**src/rtl/sha1_padder.sv**
```systemverilog
// SHA-1 message front end: packs bytes big-endian into 512-bit blocks and appends
// the 0x80 marker, zero fill and the 64-bit message bit length.
module sha1_padder #(
    parameter int unsigned LEN_WIDTH = 64
) (
    input  logic         clk,
    input  logic         reset,
    input  logic [7:0]   in_data,
    input  logic         in_valid,
    input  logic         in_last,
    output logic         in_ready,
    output logic [511:0] block_out,
    output logic         block_valid,
    input  logic         block_ready,
    output logic         block_first,
    output logic         block_last,
    output logic         busy
);
    localparam int unsigned CntWidth = LEN_WIDTH - 3;

    typedef enum logic [2:0] {StCollect, StPad, StEmit, StPad2, StEmitLast} state_e;

    state_e                state_q, state_d;
    logic [511:0]          blk_q, blk_d;
    logic [5:0]            pos_q, pos_d;
    logic [CntWidth-1:0]   count_q, count_d;
    logic                  first_q, first_d;
    logic                  pad2_q, pad2_d;
    logic                  pend_q, pend_d;
    logic                  busy_q, busy_d;
    logic [8:0]            shamt;
    logic [63:0]           len_field;

    assign shamt     = {pos_q, 3'b000};
    assign len_field = 64'({count_q, 3'b000});

    always_ff @(posedge clk) begin
        if (reset) begin
            state_q <= StCollect;
            blk_q   <= '0;
            pos_q   <= '0;
            count_q <= '0;
            first_q <= 1'b1;
            pad2_q  <= 1'b0;
            pend_q  <= 1'b0;
            busy_q  <= 1'b0;
        end else begin
            state_q <= state_d;
            blk_q   <= blk_d;
            pos_q   <= pos_d;
            count_q <= count_d;
            first_q <= first_d;
            pad2_q  <= pad2_d;
            pend_q  <= pend_d;
            busy_q  <= busy_d;
        end
    end

    // The buffer is cleared after every handshake, so writes only need to OR bytes in.
    always_comb begin
        state_d = state_q;
        blk_d   = blk_q;
        pos_d   = pos_q;
        count_d = count_q;
        first_d = first_q;
        pad2_d  = pad2_q;
        pend_d  = pend_q;
        busy_d  = busy_q;
        unique case (state_q)
            StCollect: begin
                if (in_valid) begin
                    blk_d   = blk_q | ({in_data, 504'b0} >> shamt);
                    pos_d   = pos_q + 6'd1;
                    count_d = count_q + CntWidth'(1);
                    busy_d  = 1'b1;
                    if (in_last) begin
                        state_d = StPad;
                    end else if (pos_q == 6'd63) begin
                        state_d = StEmit;
                    end
                end
            end
            StPad: begin
                // pos has wrapped to 0 only when the last byte filled the block.
                if (pos_q == 6'd0) begin
                    pad2_d  = 1'b1;
                    pend_d  = 1'b1;
                    state_d = StEmit;
                end else begin
                    blk_d = blk_q | ({8'h80, 504'b0} >> shamt);
                    if (pos_q <= 6'd55) begin
                        blk_d[63:0] = len_field;
                        state_d     = StEmitLast;
                    end else begin
                        pad2_d  = 1'b1;
                        pend_d  = 1'b0;
                        state_d = StEmit;
                    end
                end
            end
            StEmit: begin
                if (block_ready) begin
                    blk_d   = '0;
                    pos_d   = '0;
                    first_d = 1'b0;
                    state_d = pad2_q ? StPad2 : StCollect;
                end
            end
            StPad2: begin
                blk_d = '0;
                if (pend_q) begin
                    blk_d[511:504] = 8'h80;
                end
                blk_d[63:0] = len_field;
                pad2_d      = 1'b0;
                pend_d      = 1'b0;
                state_d     = StEmitLast;
            end
            StEmitLast: begin
                if (block_ready) begin
                    blk_d   = '0;
                    pos_d   = '0;
                    count_d = '0;
                    first_d = 1'b1;
                    busy_d  = 1'b0;
                    state_d = StCollect;
                end
            end
            default: state_d = StCollect;
        endcase
    end

    assign in_ready    = (state_q == StCollect) && !reset;
    assign block_valid = (state_q == StEmit) || (state_q == StEmitLast);
    assign block_last  = (state_q == StEmitLast);
    assign block_first = first_q;
    assign block_out   = blk_q;
    assign busy        = busy_q;

endmodule
```
**config.mk**
```make
export PLATFORM = sky130hd
export DESIGN_NAME = sha1_padder
export DESIGN_NICKNAME = d
export VERILOG_FILES = /design/src/rtl/sha1_padder.sv
export SDC_FILE = /design/constraint.sdc
export NUM_CORES = 1
export LEC_CHECK = 0
export ABC_AREA = 1
export BUFFER_PORTS_ARGS = -buffer_cell sky130_fd_sc_hd__buf_2
export CORE_MARGIN = 4
export CORE_UTILIZATION = 34
export CTS_CLUSTER_SIZE = 16
export DETAILED_ROUTE_END_ITERATION = 10
export GPL_TIMING_DRIVEN = 0
export PLACE_DENSITY = 0.53
export SLEW_MARGIN = 30
export SYNTH_ARGS = -nofsm -noshare
export SYNTH_HDL_FRONTEND = slang
export SYNTH_SLANG_ARGS = --single-unit
```
**constraint.sdc**
```tcl
create_clock -name clk -period 2.25 [get_ports clk]
set_input_delay 0.225 -clock clk [delete_from_list [all_inputs] [get_ports clk]]
set_output_delay 0.225 -clock clk [all_outputs]
set_load 0.02 [all_outputs]
```
==> results of run 1 <==
-- Yosys cell counts, drive strengths merged, types with 7 or more instances --
cell type,instances
o21ai,185
nand4,122
a21oi,355
o31ai,7
o211ai,13
nand2,405
nor2,690
nor4,67
clkbuf,168
a211oi,12
nor3,131
nand3,191
inv,275
a31oi,188
dfxtp,586
buf,123
-- through the flow --
stage,std cells,instance area (sq um),total power [uW],setup WS [ps]
finish,5214,33200,30400,-55.6
global route,5214,33200,31000,-27.4
CTS,5201,32600,29700,-42.1
detailed placement,5071,29400,17500,-838
global placement,5058,29300,17400,-1880
floorplan,3561,25500,14400,230
-- flip-flops by register name, indices dropped and copies added, names as in the netlist --
signal       count
block_out      512
count_q         61
pos_q            6
state_q          3
block_first      1
busy             1
pad2_q           1
pend_q           1
-- what timing repair did --
action,CTS,global route
cloned,0,2
hold endpoints to repair,2,0
setup endpoints to repair,553,528
buffers inserted,7,7
hold buffers,2,0
pin swaps,4,9
gates resized for setup,216,207
-- cell families (layout without fill, tap and decap cells) --
group / Yosys count / in the layout
compound gates: 785 / 785
fa+ha+maj: 6 / 6
buf+inv: 569 / 1249
flops: 586 / 586
mux: 1 / 1
other cells: 0 / 4
simple gates: 1614 / 1614
-- critical path: stages, from the launching register on --
cell and delay, ps:
dfxtp_1 300, buf_2 260, clkbuf_2 440, clkbuf_2 520, nand2_1 340, o2bb2ai_1 230, a21oi_1 120
-- cell type report --
cell class / instances / area, sq um
fillers: 7976 / 41100
multi-input cells: 2406 / 12300
flip-flops and latches: 586 / 11700
repair buffers: 559 / 2930
clock buffers: 91 / 1920
plain buffers: 291 / 1590
well taps: 969 / 1210
inverters: 278 / 1050
clock inverters: 30 / 428
diodes: 4 / 10.0
-- worst max path at each step --
stage	cells after the start	from	endpoint	slack, ps
CTS	7	pos_q[2]	block_out[59]	-40
detailed placement	9	pos_q[1]	block_out[373]	-840
finish	6	pos_q[5]	block_out[27]	-60
global placement	6	pos_q[0]	block_out[249]	-1880
floorplan	13	pos_q[0]	block_out[49]	230
global route	9	state_q[0]	block_out[19]	-30
-- routing by layer --
layer  share of wire (%)  vias to the layer above
met5              0.0049                        -
met3                  10                      414
met4                 6.3                        2
met1                  37                    14200
met2                  46                     1718
li1                    -                    13300
-- power by group through the flow --
| stage | clock network (uW) | registers [uW] | logic [uW] |
|---|---|---|---|
| 3_5_place_dp | 0 | 11100 | 6360 |
| 2_1_floorplan | 0 | 11300 | 3100 |
| 3_3_place_gp | 0 | 11100 | 6280 |
| 6_report | 11900 | 10900 | 7640 |
| 5_1_grt | 12300 | 11000 | 7800 |
| 4_1_cts | 11900 | 10900 | 6900 |
==> impl_metrics.tcl, run 1 <==
set metrics [dict create \
    failed_checks "negative setup slack" \
    grt_remaining_overflow 0 \
    routed_wl_mm 144 \
    maxCapViolations 0 \
    grt_pass1_wl_mm 197 \
    p_sw_share_pct 36.2 \
    timing.slew.headroom_pct 27.1 \
    max_freq_mhz 434 \
    grt-busiest-layer "met2" \
    seq_area_frac_synth_pct 46.1 \
    cts_tree "built" \
    final_cell_mix "nor2_1, dfxtp_1, buf_2" \
    synth_cell_types 43 \
    hold-path-endpoint "count_q[8]" \
    synth-seq-cells 586 \
    numCtsBuffers 68 \
    synthArstFlopShare_pct 0 \
    status "finished with violations" \
    r2r_cells 6 \
    min_from "in_valid" \
    synth_edf_count 0 \
    crit_arrival_ps 2860 \
    synthesis.nets 3580 \
    gr-usage-met3_pct 9.43 \
    fin_crit_ps 2310 \
    synth-xor-area-share_pct 0 \
    power.leakage_uw 0.0135 \
    worstPathRequired_ps 2800 \
    holdPathStages 5 \
    grt_antenna_before_repair 5 \
    die-area_sq_mm 0.0793 \
    hold_viol 0 \
    initial_utilization_pct 34.3 \
    ys.warnings.count 0 \
    final_common_cell "nor2_1" \
    synth_mux_area_share_pct 0.0393 \
    synth_area_sq_mm 0.0255 \
    synth_top_family_by_area "simple AND/OR/NAND/NOR gates" \
    htree_num_levels 3 \
    die_w_um 282 \
    crit_type "register to register" \
    place_hpwl_mm 111 \
    switchingPower_uw 11000 \
    cts-root-buf "clkbuf_16" \
    coreArea_sq_mm 0.0743 \
    worstMarginPinSlew_ps 1090 \
    path_max_fanout 10 \
    seqPwrFrac_pct 36.0 \
    rsz0062_at_grt "true" \
    path_clk_slew_ps 60 \
    grtUsageMet1_pct 41.4 \
    combPwrFrac_pct 25.1 \
    p_clk_share_pct 38.9 \
    finClkSkew_ps 41.1 \
    internal-power_uw 19400 \
    row_count 100 \
    drc_errors 0 \
    reg2reg_from "pos_q[5]" \
    slew_violations 0 \
    finalCritPeriodShare_pct 102 \
    ios 530 \
    vias 29700 \
    synthAdderAreaFrac_pct 0.295 \
    drtIter0Drc 3191 \
    grt_pass1_vias 27100 \
    fin_nets 4209 \
    cp-end-kind "register" \
    cts_buffer_depth 3 \
    setup-tns-final_ps -145 \
    drive_above_1_share_pct 24.1 \
    synthToLayoutAreaGrowth_pct 30.4 \
    clkLatencyLatePin_ps 640 \
    powerDensity_mw_per_mm2 917 \
    use_met2_pct 56.2 \
    die_h_um 282 \
    track_usage_pct 34.4 \
    synth.area.top_cells "dfxtp_1, nor2_1, a21oi_1" \
    first_pass_iters 5 \
    postSynthAreaPerCell_sq_um 7.15 \
    gp_congestion 1.02 \
    wl_per_cell_um 27.6 \
    reg2reg_slack_ps -60 \
    syn_inst 3561 \
    grt_max_degree 15 \
    port-buffer-count 528 \
    synth_compound_area_share_pct 17.0 \
    setup_violations 4 \
    antenna_left 0 \
    synth_top_area_share_pct 46.1 \
    yosys.area.top_type "dfxtp_1" \
    via_per_inst 5.69 \
    hp-class "input pin to register" \
    yosys.area_share.simple_pct 27.7 \
    setup_ws_ps -55.6 \
    start_kind "register" \
    cts.sinks 586 \
    r2r_end "block_out[27]" \
    utilization_pct 44.7 \
    holdWs_ps 169 \
    synthFlopType "dfxtp_1" \
    ir_drop_uv 456 \
]
(Power assumes the default switching activity.)
==> run 2: changes to the inputs <==
--- a/config.mk
+++ b/config.mk
@@ -11,2 +11,3 @@
 export CORE_UTILIZATION = 34
+export CTS_BUF_LIST = sky130_fd_sc_hd__clkbuf_8 sky130_fd_sc_hd__clkbuf_16
 export CTS_CLUSTER_SIZE = 16
==> constraint.sdc (replaced) <==
create_clock -name clk -period 2.25 [get_ports clk]
set_input_delay 0.45 -clock clk [delete_from_list [all_inputs] [get_ports clk]]
set_output_delay 0.45 -clock clk [all_outputs]
set_load 0.02 [all_outputs]
==> impl_metrics.tcl, run 2 (synthesis gave the netlist of run 1 again) <==
set metrics [dict create \
    cts-root-buf "clkbuf_16" \
    fin_cells 5212 \
    grt-busiest-layer "met2" \
    crit_type "register to register" \
    cts_buffer_depth 3 \
    path_clk_slew_ps 60 \
    hp-class "input pin to register" \
    hold-path-endpoint "state_q[0]" \
    final_cell_mix "nor2_1, dfxtp_1, buf_2" \
    worstMarginPinSlew_ps 1080 \
    clkLatencyLatePin_ps 640 \
    cp-end-kind "register" \
    place_hpwl_mm 111 \
    maxCapViolations 0 \
    setup-tns-final_ps -164 \
    setup_ws_ps -68.3 \
    start_kind "register" \
    initial_utilization_pct 34.3 \
    die-area_sq_mm 0.0793 \
    utilization_pct 44.6 \
    crit_arrival_ps 2870 \
    coreArea_sq_mm 0.0743 \
    grt_pass1_wl_mm 197 \
    design_area_sq_mm 0.0332 \
    cts_tree "built" \
    grtUsageMet1_pct 41.4 \
    grt_remaining_overflow 0 \
    via_per_inst 5.65 \
    worstPathRequired_ps 2800 \
    r2r_cells 6 \
    power.leakage_uw 0.0135 \
    first_pass_iters 6 \
    status "finished with violations" \
    use_met2_pct 56.2 \
    grt_pass1_vias 27100 \
    wl_per_cell_um 27.6 \
    finalCritPeriodShare_pct 103 \
    cts.sinks 586 \
    routed_wl_mm 144 \
    rsz0062_at_grt "true" \
    die_h_um 282 \
    gp_congestion 1.02 \
    grt_max_degree 15 \
    slew_violations 0 \
    row_count 100 \
    timing.slew.headroom_pct 27.9 \
    gr-usage-met3_pct 9.43 \
    largest_reg_flops 512 \
    ctsHoldBuffers 0 \
    holdWs_ps 76.0 \
    hold_viol 0 \
    ir_drop_uv 453 \
    drc_errors 0 \
    failed_checks "negative setup slack" \
    setup_violations 10 \
    drive_above_1_share_pct 24.3 \
    r2r_end "block_out[27]" \
    track_usage_pct 34.4 \
    path_max_fanout 10 \
    antenna_left 0 \
    grt_antenna_before_repair 5 \
    die_w_um 282 \
    htree_num_levels 3 \
    synthToLayoutAreaGrowth_pct 30.3 \
    placed_area_sq_mm 0.0294 \
    ios 530 \
    max_freq_mhz 431 \
    final_common_cell "nor2_1" \
    finClkSkew_ps 41.7 \
    reg2reg_from "pos_q[5]" \
    dp.cells 5071 \
    fin_crit_ps 2320 \
    holdPathStages 3 \
    port-buffer-count 528 \
    drtIter0Drc 3446 \
    fin_nets 4207 \
    min_from "in_last" \
    powerDensity_mw_per_mm2 915 \
    vias 29400 \
    reg2reg_slack_ps -70 \
    numCtsBuffers 68 \
]
## run 2: how the worst max path moves through the flow
stage / from / endpoint / slack [ps] / cells past startpoint
after CTS: pos_q[2] / block_out[59] / -40 / 7
after global routing: state_q[1] / count_q[48] / -60 / 12
after detailed placement: pos_q[1] / block_out[373] / -840 / 9
after global placement: in_data[5] / block_out[125] / -1960 / 7
after floorplan: pos_q[0] / block_out[49] / 230 / 13
final: pos_q[5] / block_out[27] / -70 / 6
## run 2: critical path, stage by stage (launching register included)
cell       delay [ps]
dfxtp_1           300
buf_2             260
clkbuf_2          440
clkbuf_2          520
nand2_1           360
o2bb2ai_1         230
a21oi_1           120
## run 2: timing repair
item / CTS / global route
pin swaps: 4 / 9
setup buffers: 7 / 7
cloned: 0 / 2
setup endpoints to repair: 554 / 528
resized for setup: 217 / 217
## run 2: stage by stage
step                worst slack, ps  power [uW]
global route                  -63.6       31000
floorplan                       230       14400
finish                        -68.3       30300
CTS                           -42.1       29700
detailed placement             -838       17500
global placement              -1960       17400
## run 2: final cells by class
type	instances	area, sq um
inverter	278	1050
sequential	586	11700
multi-input combinational	2406	12300
clock inverter	40	465
tap	969	1210
fill	7977	41100
buffer	291	1600
antenna	4	10.0
timing repair buffer	557	2910
clock buffer	81	1880
## run 2: layer usage
| layer | up-vias | wire, um |
|---|---|---|
| li1 | 13300 | - |
| met1 | 14000 | 53300 |
| met2 | 1709 | 66000 |
| met3 | 422 | 15300 |
| met4 | 2 | 9230 |
| met5 | - | 7 |
## run 2: where the power goes
group          internal (uW)  total [uW]  switching (uW)
Combinational           1900        7620            5720
Sequential             10600       10900             298
Clock                   6830       11800            4950
